[src/rtl/dragon_body.sv]
// Dragon body state: segment position chain, live-segment mask and ALIVE/DEAD FSM.
// Optional hit cooldown is built when DRAGON_HIT_COOLDOWN_EN is defined.

module dragon_slot #(
  parameter logic [7:0] SPAWN_POS = 8'h77
) (
  input  logic       clk,
  input  logic       reset,
  input  logic       respawn,
  input  logic       shift_en,
  input  logic [7:0] d,
  output logic [7:0] q
);
  always_ff @(posedge clk or posedge reset) begin
    if (reset)         q <= SPAWN_POS;
    else if (respawn)  q <= SPAWN_POS;
    else if (shift_en) q <= d;
  end
endmodule

module dragon_body #(
  parameter int         INIT_LEN        = 3,
  parameter logic [7:0] SPAWN_POS       = 8'h77,
  parameter int         COOLDOWN_FRAMES = 30
) (
  input  logic        clk,
  input  logic        reset,
  input  logic        frame_tick,
  input  logic        head_move,
  input  logic [7:0]  head_pos,
  input  logic        sword_hit,
  input  logic        sheep_hit,
  input  logic        respawn,
  output logic [55:0] dragon_segment_positions,
  output logic [6:0]  active_dragon_segments,
  output logic [2:0]  dragon_length,
  output logic        dragon_dead,
  output logic        dragon_hurt
);
  localparam int         NUM_SLOTS = 7;
  localparam logic       ST_ALIVE  = 1'b0;
  localparam logic       ST_DEAD   = 1'b1;
  localparam logic [2:0] INIT_L    = 3'(INIT_LEN);

  function automatic logic [6:0] len_mask(input logic [2:0] l);
    logic [7:0] m;
    m = (8'd1 << l) - 8'd1;
    return m[6:0];
  endfunction

  logic       state_q;
  logic [2:0] len_q, len_nxt;
  logic [6:0] mask_q;
  logic       alive, shift_en, tick, grow, shrink, die, cd_idle;

  assign alive    = (state_q == ST_ALIVE);
  assign shift_en = head_move && alive;
  assign tick     = frame_tick && alive;

  // Every slot shifts on a move, live or not, so a grown tail lands where the old tail was.
  genvar i;
  generate
    for (i = 0; i < NUM_SLOTS; i++) begin : g_slot
      dragon_slot #(.SPAWN_POS(SPAWN_POS)) u_slot (
        .clk      (clk),
        .reset    (reset),
        .respawn  (respawn),
        .shift_en (shift_en),
        .d        ((i == 0) ? head_pos : dragon_segment_positions[8*(i-1) +: 8]),
        .q        (dragon_segment_positions[8*i +: 8])
      );
    end
  endgenerate

`ifdef DRAGON_HIT_COOLDOWN_EN
  localparam logic [7:0] CD_LOAD = 8'(COOLDOWN_FRAMES);
  logic [7:0] cd_q;

  assign cd_idle = (cd_q == 8'd0);

  always_ff @(posedge clk or posedge reset) begin
    if (reset)             cd_q <= 8'd0;
    else if (respawn)      cd_q <= 8'd0;
    else if (shrink)       cd_q <= CD_LOAD;
    else if (tick && !cd_idle) cd_q <= cd_q - 8'd1;
  end

  assign dragon_hurt = !cd_idle;
`else
  assign cd_idle     = 1'b1;
  assign dragon_hurt = 1'b0;
`endif

  assign grow   = tick && sheep_hit;
  assign shrink = tick && sword_hit && cd_idle;

  // Grow and shrink together cancel in length, but the shrink still arms the cooldown.
  always_comb begin
    len_nxt = len_q;
    die     = 1'b0;
    if (grow && !shrink) begin
      if (len_q != 3'd7) len_nxt = len_q + 3'd1;
    end else if (shrink && !grow) begin
      len_nxt = len_q - 3'd1;
      die     = (len_q == 3'd1);
    end
  end

  always_ff @(posedge clk or posedge reset) begin
    if (reset) begin
      state_q <= ST_ALIVE;
      len_q   <= INIT_L;
      mask_q  <= len_mask(INIT_L);
    end else if (respawn) begin
      state_q <= ST_ALIVE;
      len_q   <= INIT_L;
      mask_q  <= len_mask(INIT_L);
    end else begin
      len_q  <= len_nxt;
      mask_q <= len_mask(len_nxt);
      if (die) state_q <= ST_DEAD;
    end
  end

  assign active_dragon_segments = mask_q;
  assign dragon_length          = len_q;
  assign dragon_dead            = (state_q == ST_DEAD);
endmodule

[config.mk]
export PLATFORM = sky130hd
export DESIGN_NAME = dragon_body
export DESIGN_NICKNAME = d
export VERILOG_FILES = /design/src/rtl/dragon_body.sv
export SDC_FILE = /design/constraint.sdc
export NUM_CORES = 1
export LEC_CHECK = 0
export CAP_MARGIN = 30
export CORE_MARGIN = 1
export CORE_UTILIZATION = 45
export CTS_BUF_LIST = sky130_fd_sc_hd__clkbuf_4
export CTS_CLUSTER_DIAMETER = 100
export DETAILED_ROUTE_END_ITERATION = 10
export GPL_ROUTABILITY_DRIVEN = 0
export PLACE_DENSITY_LB_ADDON = 0.08
export SKIP_CTS_REPAIR_TIMING = 1
export SYNTH_ARGS = -nofsm -noshare
export SYNTH_HDL_FRONTEND = slang
export SYNTH_SLANG_ARGS = --single-unit
[constraint.sdc]
create_clock -name clk -period 2.8 [get_ports clk]
set_clock_uncertainty 0.05 [all_clocks]
set_input_delay 0.56 -clock clk [delete_from_list [all_inputs] [get_ports clk]]
set_output_delay 0.56 -clock clk [all_outputs]
set_load 0.005 [all_outputs]
==> flow_summary.yaml, run 1 <==
outcome:
  outcome: "finished, final reports clean"
synthesis:
  synth_seq_area_share: 0.581
  synthArstFlopShare: 1.00
  ys.flop_type: "dfstp_2"
  synth_warnings: 0
  synth_edf_count: 0
  synth-seq-cells: 67
  synth.cell_area_um2: 2990
  postSynthCellCount: 304
  ys_types: 34
  synthesis.nets: 323
  syn_area_per_cell_um2: 9.82
layout:
  diodes: 0
  final_nets: 413
  regArea_um2: 1740
  fin_cells: 476
  layout_commonest_cell: "nand2_1"
  drive_above_1_share: 0.233
  design_area_um2: 4150
  multi_input_area_um2: 1170
  final_cell_mix: "nand2_1, clkdlybuf4s50_1, dfstp_2, nand3b_1, dfrtp_1"
  syn2layout_area_growth_pct: 39.0
  fill_cells: 526
cts:
  path_clk_slew_ns: 0.10
  cts_buffer_depth: 2
  cts_tree: "yes"
  cts.htree.levels: 3
  cts_inserted_buffers: 9
  cts_root_buffer: "clkbuf_4"
  clk_latency_ns: 0.40
  clock-sinks: 67
power_and_ir_drop:
  leakage_uw: 0.00182
  ir_drop_uv: 429
  power_density_nw_per_um2: 539
sta:
  finalCritPeriodShare: 0.953
  fin_crit_ns: 2.67
  final-hold-violation-count: 0
  tightest_slew_ns: 0.653
  relSlewSlack: 0.565
  finalSetupViolCount: 0
  rsz0062_at_grt: "no"
  timing.fmax_mhz: 375
  layout_setup_ws_ns: 0.131
  slew_viol_final: 0
  setup_tns_ns: 0
critical_path:
  crit_type: "flop to flop"
  worstReg2RegStart: "dragon_length[1]"
  worst_setup_path_start_kind: "flop"
  required_ns: 3.06
  path_max_fanout: 4
  max_stage_delay_ns: 0.58
  cp_slowest_cell: "dfstp_2"
  worstPathCellList: "inv_1, ha_1, a211oi_2, a22oi_2, o31ai_2, and2_4, nand2_1, ha_1, or4_1, o211ai_1"
  worstSetupEndpointType: "flop"
  arrival_ns: 2.93
  crit_top_cell: "ha_1"
  critPathLaunch: "dragon_length[1]"
grt:
  grt_usage: 0.201
  grt_pass1_wl_mm: 11.2
  grt-ovfl-total: 0
  grt_pass1_vias: 2389
  grt_antenna_before_repair: 0
  grt_max_degree: 61
place:
  port_buffers: 81
  pre_cts_slack_ns: -0.142
  dp_cells: 458
  placed_cell_area_um2: 3960
  hpwl_mm: 4.22
job:
  cap_viol_max_count: 0
route:
  wirelength_mm: 6.51
  postRouteAntennaNets: 0
  vias: 2395
  first_iter_violations: 173
  first_pass_iters: 4
  route.detailed.drc: 0
  vias_per_cell: 5.03
  wl_per_cell_um: 13.7
hold_path:
  hp-start: "respawn"
  worst_hold_path_type: "input pin to flop"
floorplan:
  ioPinCount: 83
  initial_core_util: 0.468
  coreArea_um2: 6390
  num_rows: 29
  die_height_um: 83.5
  fp.dieArea_um2: 6970
  die_x_um: 83.5
==> stage by stage <==
stage	hold slack (ns)	power, µW	util
2_1_floorplan	0.428	1310	-
3_3_place_gp	0.425	1520	0.620
3_5_place_dp	0.433	1530	0.620
4_1_cts	0.349	2250	0.645
5_1_grt	0.371	2350	0.650
6_report	0.372	2240	0.650
==> registers in the layout (all words and copies together) (netlist names) <==
register and cells:
g_slot.u_slot.q 56, dragon_dead 1, active_dragon_segments 7, dragon_length 3
==> power by group <==
group | internal [µW] | switching (µW)
registers | 1060 | 42.4
clock network | 380 | 336
logic | 229 | 184
total | 1670 | 562
==> worst max-delay path: cells and delay by family, from the launching register on <==
| kind | cells | cell delay (ns) |
|---|---|---|
| AO/OA/AOI/OAI | 4 | 0.61 |
| AND/OR/NAND/NOR | 3 | 0.76 |
| flip-flops | 1 | 0.58 |
| buffers and inverters | 1 | 0.07 |
| adder cells (fa/ha/maj) | 2 | 0.53 |
==> cell families (layout without fill, tap and decap cells) <==
| group | after synthesis | in the layout | synth area share |
|---|---|---|---|
| flip-flops | 67 | 67 | 0.581 |
| adder cells (fa/ha/maj) | 4 | 4 | 0.0168 |
| XOR/XNOR | 2 | 2 | 0.00838 |
| multiplexers | 2 | 2 | 0.00670 |
| AO/OA/AOI/OAI | 26 | 26 | 0.0557 |
| AND/OR/NAND/NOR | 177 | 177 | 0.297 |
| other | 1 | 1 | 0.00126 |
| buffers and inverters | 25 | 120 | 0.0327 |
==> cell usage after synthesis, types with 2 or more instances <==
library cell | n | area share
nor2b_1 | 2 | 0.0042
o211ai_1 | 2 | 0.0050
inv_1 | 5 | 0.0063
nand2b_1 | 4 | 0.0084
clkbuf_1 | 18 | 0.023
nand2_1 | 114 | 0.14
dfrtp_1 | 20 | 0.17
a21oi_1 | 16 | 0.027
nand3b_1 | 44 | 0.11
ha_1 | 4 | 0.017
nor2_1 | 5 | 0.0063
mux2i_1 | 2 | 0.0067
dfstp_2 | 47 | 0.41
==> area by class of cell <==
cell class / instances / share of cell area
sequential: 67 / 0.418
multi-input combinational: 212 / 0.283
timing repair buffer: 99 / 0.233
tap: 77 / 0.0232
clock buffer: 11 / 0.0199
clock inverter: 5 / 0.0187
inverter: 5 / 0.00452
==> worst paths after layout <==
| check | depth (start not counted) | to | slack, ns |
|---|---|---|---|
| min in group asynchronous | 2 | g_slot[5].u_slot.q[3] | 0.42 |
| worst min register to register | 2 | g_slot[6].u_slot.q[2] | 0.44 |
| max in group asynchronous | 3 | active_dragon_segments[2] | 1.66 |
| worst max register to register | 10 | active_dragon_segments[4] | 0.13 |
| worst min-delay path | 2 | active_dragon_segments[5] | 0.37 |
| worst max-delay path | 10 | active_dragon_segments[4] | 0.13 |
==> layer usage <==
metal | share of wire | up-vias | GRT usage
met5 | 0 | - | 0
met4 | 0.010 | 0 | 0.0786
met3 | 0.052 | 5 | 0.0534
met2 | 0.48 | 57 | 0.328
met1 | 0.46 | 1150 | 0.255
li1 | - | 1183 | -
Note: power is estimated with default switching activity, not from simulation.
==> inputs of run 2 (changes only) <==
--- a/config.mk
+++ b/config.mk
@@ -5,7 +5,7 @@
 export SDC_FILE = /design/constraint.sdc
 export NUM_CORES = 1
 export LEC_CHECK = 0
-export CAP_MARGIN = 30
+export CAP_MARGIN = 25
 export CORE_MARGIN = 1
 export CORE_UTILIZATION = 45
 export CTS_BUF_LIST = sky130_fd_sc_hd__clkbuf_4
==> results of run 2 <==
The final DEF is identical to that of run 1; final timing and power are the same.
==> inputs of run 3 (changes only) <==
--- a/config.mk
+++ b/config.mk
@@ -13,6 +13,7 @@
 export DETAILED_ROUTE_END_ITERATION = 10
 export GPL_ROUTABILITY_DRIVEN = 0
 export PLACE_DENSITY_LB_ADDON = 0.08
+export RECOVER_POWER = 50
 export SKIP_CTS_REPAIR_TIMING = 1
 export SYNTH_ARGS = -nofsm -noshare
 export SYNTH_HDL_FRONTEND = slang
==> run 3 against run 2 <==
Effect of this change: maximum frequency hardly changed; cell area is 0.81% lower; wire length is 0.41% lower; combinational power is 2% lower; hold slack better by 0.0041 ns; clock-buffer cell count stayed put; non-clock buffer count stayed put; utilization is 0.53 points lower; via count is 0.38% lower; worst setup slack hardly changed; critical path depth stayed put.
==> flow_summary.yaml, run 3 (synthesis results as in run 1) <==
hold_path:
  min_path_cells: 2
  worst_hold_path_type: "input pin to flop"
grt:
  grt_pass1_wl_mm: 11.2
  grt_pass1_vias: 2389
  grt_max_degree: 61
  grt_antenna_before_repair: 0
  grt-ovfl-total: 0
  grt_usage: 0.201
cts:
  cts_buffer_depth: 2
  clk_latency_ns: 0.40
  cts_tree: "yes"
  cts_inserted_buffers: 9
  cts.htree.levels: 3
  path_clk_slew_ns: 0.10
  clock-sinks: 67
  cts_root_buffer: "clkbuf_4"
floorplan:
  die_x_um: 83.5
  initial_core_util: 0.468
  num_rows: 29
  coreArea_um2: 6390
  fp.dieArea_um2: 6970
  ioPinCount: 83
  die_height_um: 83.5
power_and_ir_drop:
  finalPower_uw: 2230
  ir_drop_uv: 429
  leakage_uw: 0.00180
  power_density_nw_per_um2: 542
critical_path:
  reg2reg_slack_ns: 0.13
  critPathLaunch: "dragon_length[1]"
  worstSetupEndpointType: "flop"
  reg2regPathDepth: 10
  reg2reg_to: "active_dragon_segments[4]"
  crit_type: "flop to flop"
  endpoint: "active_dragon_segments[4]"
  required_ns: 3.06
  worst_setup_path_start_kind: "flop"
  arrival_ns: 2.93
  path_max_fanout: 4
  worstReg2RegStart: "dragon_length[1]"
layout:
  final_cell_mix: "nand2_1, clkdlybuf4s50_1, dfstp_2, nand3b_1, dfrtp_1"
  regArea_um2: 1740
  largest_reg_flops: 56
  syn2layout_area_growth_pct: 37.9
  fill_cells: 536
  layout_commonest_cell: "nand2_1"
  final_nets: 413
  top_register: "g_slot.u_slot.q"
  multi_input_area_um2: 1170
  fin_cells: 476
  drive_above_1_share: 0.216
  diodes: 0
outcome:
  outcome: "finished, final reports clean"
route:
  vias: 2386
  route.detailed.drc: 0
  vias_per_cell: 5.01
  first_iter_violations: 158
  first_pass_iters: 4
  wirelength_mm: 6.49
  postRouteAntennaNets: 0
  wl_per_cell_um: 13.6
place:
  hpwl_mm: 4.22
  port_buffers: 81
  dp_cells: 458
sta:
  timing.fmax_mhz: 375
  slew_viol_final: 0
  fin_crit_ns: 2.67
  relSlewSlack: 0.0930
  tightest_slew_ns: 1.36
  finalSetupViolCount: 0
  rsz0062_at_grt: "no"
  final-hold-violation-count: 0
  finalCritPeriodShare: 0.953
job:
  cap_viol_max_count: 0
run 3: cell count changes in the layout (fill, tap and decap cells not counted):
cell	before	now
and4bb_1	1	2
and4bb_4	1	0
buf_12	2	1
buf_4	16	13
clkbuf_1	0	4
clkdlybuf4s50_1	80	79
dlygate4sd3_1	0	1
inv_1	4	5
inv_2	1	0
nand2b_1	3	4
nand2b_2	1	0
run 3: cell type report:
cell class | count | area share
Timing Repair Buffer | 99 | 0.228
Tap cell | 77 | 0.0234
Inverter | 5 | 0.00456
Clock inverter | 5 | 0.0188
Multi-Input combinational cell | 212 | 0.284
Sequential cell | 67 | 0.421
Clock buffer | 11 | 0.0201
run 3: layer usage:
layer	up-vias	share of wire	GRT usage
met4	0	0.0096	0.0786
met3	4	0.044	0.0534
met2	50	0.49	0.328
li1	1180	-	-
met1	1152	0.46	0.255
met5	-	0	0
run 3: critical path: stages (launching register included):
cell	delay, ns
dfstp_2	0.58
inv_1	0.07
ha_1	0.33
a211oi_2	0.25
a22oi_2	0.11
o31ai_2	0.09
and2_4	0.20
nand2_1	0.05
ha_1	0.20
or4_1	0.51
o211ai_1	0.16
run 3: power breakdown:
part	internal (µW)	leakage [µW]	switching, µW
registers	1060	0.000770	42.5
clock network	380	0.0000868	337
logic	224	0.000944	182
run 3: metrics by stage:
step                cell area [µm²]  setup TNS (ns)  hold slack [ns]  worst slack, ns   util
floorplan                      2990               0            0.428           0.0702      -
global placement               3960         -0.0593            0.425          -0.0593  0.620
detailed placement             3960          -0.164            0.433           -0.142  0.620
CTS                            4120         -0.0256            0.349          -0.0256  0.645
global route                   4120               0            0.371          0.00310  0.645
finish                         4120               0            0.376            0.131  0.645
run 3: worst min-delay path by stage:
stage                          start                        end  slack, ns
3_3_place_gp   g_slot[6].u_slot.q[5]      g_slot[6].u_slot.q[5]       0.43
5_1_grt                      respawn  active_dragon_segments[5]       0.37
3_5_place_dp   g_slot[6].u_slot.q[6]      g_slot[6].u_slot.q[6]       0.43
2_1_floorplan  g_slot[6].u_slot.q[0]      g_slot[6].u_slot.q[0]       0.43
4_1_cts                      respawn  active_dragon_segments[5]       0.35
6_report                     respawn  active_dragon_segments[5]       0.38
